**src/rtl/sequence_generator_if.sv**
```systemverilog
// Request/serial-output bundle for sequence_generator; master drives the request, slave returns the bit stream.
interface sequence_generator_if;
  logic       start;
  logic [7:0] pattern;
  logic [3:0] len;
  logic [3:0] reps;
  logic       dout;
  logic       dout_valid;
  logic       busy;
  logic       done;

  modport master (
    output start, pattern, len, reps,
    input  dout, dout_valid, busy, done
  );

  modport slave (
    input  start, pattern, len, reps,
    output dout, dout_valid, busy, done
  );
endinterface

```
**src/rtl/sequence_generator.sv**
```systemverilog
// Serialises an up-to-8-bit pattern MSB-first, reps+1 times with GAP_CYCLES idle cycles between repetitions.
// Latency 1 cycle from accepted start to first bit; start is dropped (not queued) while busy.
module sequence_generator #(
  parameter int GAP_CYCLES = 2
) (
  input  logic                 clk,
  input  logic                 rst,
  sequence_generator_if.slave  sif
);

  typedef enum logic [1:0] {IDLE, SEND, GAP, DONE} state_t;

  localparam logic [3:0] GAP_M1 = (GAP_CYCLES == 0) ? 4'd0 : 4'(GAP_CYCLES - 1);

  state_t     state_q, state_nxt;
  logic [7:0] pat_q, pat_nxt;
  logic [2:0] lm1_q, lm1_nxt;
  logic [2:0] bit_q, bit_nxt;
  logic [3:0] rep_q, rep_nxt;
  logic [3:0] gap_q, gap_nxt;
  logic [3:0] len_eff;
  logic       dout_d, vld_d, busy_d, done_d;

  assign len_eff = (sif.len == 4'd0 || sif.len > 4'd8) ? 4'd8 : sif.len;

  always_ff @(posedge clk) begin
    if (rst) begin
      state_q        <= IDLE;
      pat_q          <= '0;
      lm1_q          <= '0;
      bit_q          <= '0;
      rep_q          <= '0;
      gap_q          <= '0;
      sif.dout       <= 1'b0;
      sif.dout_valid <= 1'b0;
      sif.busy       <= 1'b0;
      sif.done       <= 1'b0;
    end else begin
      state_q        <= state_nxt;
      pat_q          <= pat_nxt;
      lm1_q          <= lm1_nxt;
      bit_q          <= bit_nxt;
      rep_q          <= rep_nxt;
      gap_q          <= gap_nxt;
      sif.dout       <= dout_d;
      sif.dout_valid <= vld_d;
      sif.busy       <= busy_d;
      sif.done       <= done_d;
    end
  end

  always_comb begin
    state_nxt = state_q;
    pat_nxt   = pat_q;
    lm1_nxt   = lm1_q;
    bit_nxt   = bit_q;
    rep_nxt   = rep_q;
    gap_nxt   = gap_q;
    case (state_q)
      IDLE: begin
        if (sif.start) begin
          pat_nxt   = sif.pattern;
          lm1_nxt   = 3'(len_eff - 4'd1);
          bit_nxt   = 3'(len_eff - 4'd1);
          rep_nxt   = sif.reps;
          state_nxt = SEND;
        end
      end
      SEND: begin
        if (bit_q != 3'd0) begin
          bit_nxt = bit_q - 3'd1;
        end else if (rep_q == 4'd0) begin
          state_nxt = DONE;
        end else begin
          rep_nxt = rep_q - 4'd1;
          // With no gap the next repetition starts on the very next cycle.
          if (GAP_CYCLES == 0) begin
            bit_nxt = lm1_q;
          end else begin
            gap_nxt   = GAP_M1;
            state_nxt = GAP;
          end
        end
      end
      GAP: begin
        if (gap_q == 4'd0) begin
          bit_nxt   = lm1_q;
          state_nxt = SEND;
        end else begin
          gap_nxt = gap_q - 4'd1;
        end
      end
      DONE: state_nxt = IDLE;
      default: state_nxt = IDLE;
    endcase
  end

  // Outputs are decoded from the next state and then registered, so they line up with the state.
  always_comb begin
    dout_d = 1'b0;
    vld_d  = 1'b0;
    busy_d = (state_nxt != IDLE);
    done_d = (state_nxt == DONE);
    if (state_nxt == SEND) begin
      dout_d = pat_nxt[bit_nxt];
      vld_d  = 1'b1;
    end
  end

endmodule

```
**src/flat_wrapper.sv**
```systemverilog
// flat-port wrapper written by rule: the top's interface ports become plain ports
module sequence_generator_flat 
#(
  parameter int GAP_CYCLES = 2
)
  (clk, rst, sif_start, sif_pattern, sif_len, sif_reps, sif_dout, sif_dout_valid, sif_busy, sif_done);
  sequence_generator_if sif_i ();
  input  logic clk;
  input  logic rst;
  input wire logic [$bits(sif_i.start)-1:0] sif_start;
  input wire logic [$bits(sif_i.pattern)-1:0] sif_pattern;
  input wire logic [$bits(sif_i.len)-1:0] sif_len;
  input wire logic [$bits(sif_i.reps)-1:0] sif_reps;
  output wire logic [$bits(sif_i.dout)-1:0] sif_dout;
  output wire logic [$bits(sif_i.dout_valid)-1:0] sif_dout_valid;
  output wire logic [$bits(sif_i.busy)-1:0] sif_busy;
  output wire logic [$bits(sif_i.done)-1:0] sif_done;
  assign sif_i.start = sif_start;
  assign sif_i.pattern = sif_pattern;
  assign sif_i.len = sif_len;
  assign sif_i.reps = sif_reps;
  assign sif_dout = sif_i.dout;
  assign sif_dout_valid = sif_i.dout_valid;
  assign sif_busy = sif_i.busy;
  assign sif_done = sif_i.done;
  sequence_generator #(.GAP_CYCLES(GAP_CYCLES)) u_core (.clk(clk), .rst(rst), .sif(sif_i));
endmodule
```
**config.mk**
```make
export PLATFORM = sky130hd
export DESIGN_NAME = sequence_generator_flat
export DESIGN_NICKNAME = d
export VERILOG_FILES = /design/src/rtl/sequence_generator_if.sv /design/src/rtl/sequence_generator.sv /design/src/flat_wrapper.sv
export SDC_FILE = /design/constraint.sdc
export NUM_CORES = 1
export LEC_CHECK = 0
export CORE_UTILIZATION = 52
export DETAILED_ROUTE_END_ITERATION = 10
export PLACE_DENSITY = 0.78
export SETUP_SLACK_MARGIN = 0.05
export SLEW_MARGIN = 20
export SYNTH_ARGS = -nofsm -noshare
export SYNTH_HDL_FRONTEND = slang
export SYNTH_SLANG_ARGS = --single-unit
```
**constraint.sdc**
```tcl
create_clock -name clk -period 2.83 [get_ports clk]
set_clock_uncertainty 0.15 [all_clocks]
set_input_delay 0.7075 -clock clk [delete_from_list [all_inputs] [get_ports clk]]
set_output_delay 0.7075 -clock clk [all_outputs]
set_load 0.02 [all_outputs]
```
==> results.cfg, run 1 <==
[timing]
rsz0062_at_grt = false
finalCritPeriodShare_pct = 95.1
maxSlewHeadroom_pct = 69.3
final-hold-violation-count = 0
final-setup-viol-count = 0
whs_ns = 0.343
drv_slew = 0
setup_slack_ns = 0.140
period_needed_ns = 2.69
tightestPinTransition_ns = 0.460
max_freq_ghz = 0.372

[power_and_ir_drop]
power.share.switching_pct = 34.6
p_per_area_mw_per_mm2 = 730
clkPwrFrac_pct = 20.2
switching_power_mw = 0.448
p_total_mw = 1.29
power_frac_seq_pct = 38.9
intPower_mw = 0.845
p_leak_nw = 0.723
comb_power_share_pct = 40.9
max-vdd-ir-drop_mv = 0.599

[yosys]
ys_seq_area_share_pct = 38.7
ys.flop_type = dfxtp_1
synth_fp_nets = 190
yosys_warnings = 0
async_flop_share_pct = 0
syn_area_mm2 = 0.00145
ys_seq_elements = 28
yosys.cell_types.count = 42
syn_inst = 164
synth_edf_count = 0
avgSynthCellArea_um2 = 8.84

[layout]
nNetsFinal = 216
post-route-util_pct = 69.6
layout-drive-gt1-share_pct = 8.99
final_cell_mix = nor2_1 (29), dfxtp_1 (28), clkdlybuf4s50_1 (22)
syn2layout_area_growth_pct = 22.1
instances_no_fill = 219
antenna_cells = 0
final_common_cell = nor2_1

[global_routing]
grt.total_usage_pct = 23.9
first_global_vias = 1180
grt_pass1_wl_um = 4990
grt_max_degree = 25
overflow = 0
antenna_found_initial = 0

[clocking]
cts_htree_levels = 1
cts_setup_buffers = 0
clk_latency_ns = 0.33
clockBufferDepth = 2
ctsHoldBuffers = 0
cts_tree = yes
cts.reportedPaths.clkPinSlew_ns = 0.15
cts_made_buffers = 3
root_buffer = clkbuf_4
cts_resized = 0
clkSinkCount = 28

[route]
detail_route.first_pass.iterations = 4
drt_first_iter_violations = 30
ant_nets = 0
post-route-drc-count = 0
wl_met1_um = 1340
num_vias = 1252
highest_layer = met4
vias_per_cell = 5.72
routed_wirelength_um = 3190
wl_per_cell_um = 14.6
met3RoutedLength_um = 132
met2WireLength_um = 1690

[floorplanning]
die_h_um = 54.8
die_width_um = 54.8
start_util_pct = 57.0
rows = 18
ioPinCount = 23
dieArea_mm2 = 0.00300
core_area_mm2 = 0.00254

[placement]
hpwlAfterDp_um = 2440
globalplace.congestion = 0.928
dpl_worst_slack_ns = -0.194
port_buffers = 22
dp_cells = 214

[run_status]
outcome = completed

[worst_setup_path]
rrSetupSlack_ns = 0.14
cpPeakStageDelay_ns = 0.41
cp.required_ns = 2.92
worstReg2RegStart = u_core.gap_q[0]
setup.worst_path.start_class = register
critPathBufInv = 2
arrival_ns = 2.78
endpoint_kind = register
path_cells = inv_1, ha_1, or3b_4, or2_0, a311oi_4, buf_4, mux2i_1, nand3b_1, a311oi_1
critPathSlowestCell = or3b_4
startpoint = u_core.gap_q[0]
path_class = reg2reg
worst-path-max-fanout = 5
crit_family = simple AND/OR/NAND/NOR gates

[hold_path]
worstHoldStart = u_core.lm1_q[0]
hold_class = reg2reg

[job]
maxCapViolCount = 0
## stage by stage
step | instance area (µm²) | setup TNS [ns]
after floorplan | 1450 | 0
after global placement | 1710 | 0
after detailed placement | 1710 | -0.194
after CTS | 1760 | 0
after global routing | 1770 | 0
final | 1770 | 0
## layout make-up
| class | count | area, µm² |
|---|---|---|
| Clock buffer | 3 | 22.5 |
| Clock inverter | 1 | 30.0 |
| Fill cell | 230 | 774 |
| Inverter | 9 | 33.8 |
| Multi-Input combinational cell | 120 | 821 |
| Sequential cell | 28 | 561 |
| Tap cell | 30 | 37.5 |
| Timing Repair Buffer | 28 | 265 |
## power by group through the flow
stage	clock network, mW	registers (mW)	logic, mW
after floorplan	0	0.515	0.363
after global placement	0	0.506	0.489
after detailed placement	0	0.510	0.512
after CTS	0.269	0.502	0.520
after global routing	0.282	0.510	0.583
final	0.262	0.503	0.529
## flip-flops by register name (all words and copies together) (netlist names)
register and flops:
u_core.sif.dout 1, u_core.lm1_q 3, u_core.bit_q 3, u_core.pat_q 8, u_core.state_q 2, u_core.sif.busy 1
u_core.sif.dout_valid 1, u_core.rep_q 4, u_core.gap_q 4, u_core.sif.done 1
## worst reg2reg max path, cell delays in order (launching register included)
cell,delay (ns)
dfxtp_1,0.37
inv_1,0.09
ha_1,0.17
or3b_4,0.41
or2_0,0.35
a311oi_4,0.24
buf_4,0.20
mux2i_1,0.21
nand3b_1,0.10
a311oi_1,0.31
## logic make-up (layout without fill, tap and decap cells)
logic type | count (synthesis) | after routing | synth area share [%]
flip-flops | 28 | 28 | 38.7
AND/OR/NAND/NOR | 64 | 64 | 21.8
AO/OA/AOI/OAI | 32 | 32 | 16.9
buffers and inverters | 16 | 41 | 5.09
adder cells (fa/ha/maj) | 7 | 7 | 6.04
XOR/XNOR | 3 | 3 | 1.81
multiplexers | 14 | 14 | 9.66
## layer usage
metal  vias to the layer above  GRT usage (%)
li1                        622              -
met1                       594           25.1
met2                        30           46.6
met3                         6           6.39
met4                         0           4.70
met5                         -              0
## final timing paths
path / endpoint / depth (start not counted)
worst max-delay path: u_core.sif.dout / 9
worst min-delay path: u_core.lm1_q[0] / 2
worst max register to register: u_core.sif.dout / 9
worst min register to register: u_core.lm1_q[0] / 2
## cells in the mapped netlist, types with 2 or more instances
master	count	area share, %
a211oi_1	8	4.1
a21oi_1	9	3.1
buf_2	2	0.69
clkbuf_1	3	0.78
dfxtp_1	28	39
ha_1	7	6.0
inv_1	9	2.3
mux2i_1	14	9.7
nand2_1	6	1.6
nand2b_1	5	2.2
nand3_1	2	0.69
nor2_1	29	7.5
nor2b_1	4	1.7
nor3_1	6	2.1
nor3b_1	2	1.0
o21ai_0	2	0.69
o22ai_1	2	0.86
xnor2_1	2	1.2
(Power assumes the default switching activity.)
==> inputs of run 2 (changes only) <==
--- a/config.mk
+++ b/config.mk
@@ -6,6 +6,7 @@
 export NUM_CORES = 1
 export LEC_CHECK = 0
 export CORE_UTILIZATION = 52
+export CTS_CLUSTER_SIZE = 8
 export DETAILED_ROUTE_END_ITERATION = 10
 export PLACE_DENSITY = 0.78
 export SETUP_SLACK_MARGIN = 0.05
==> results of run 2 <==
Final layout, timing and power as in run 1 (identical DEF).
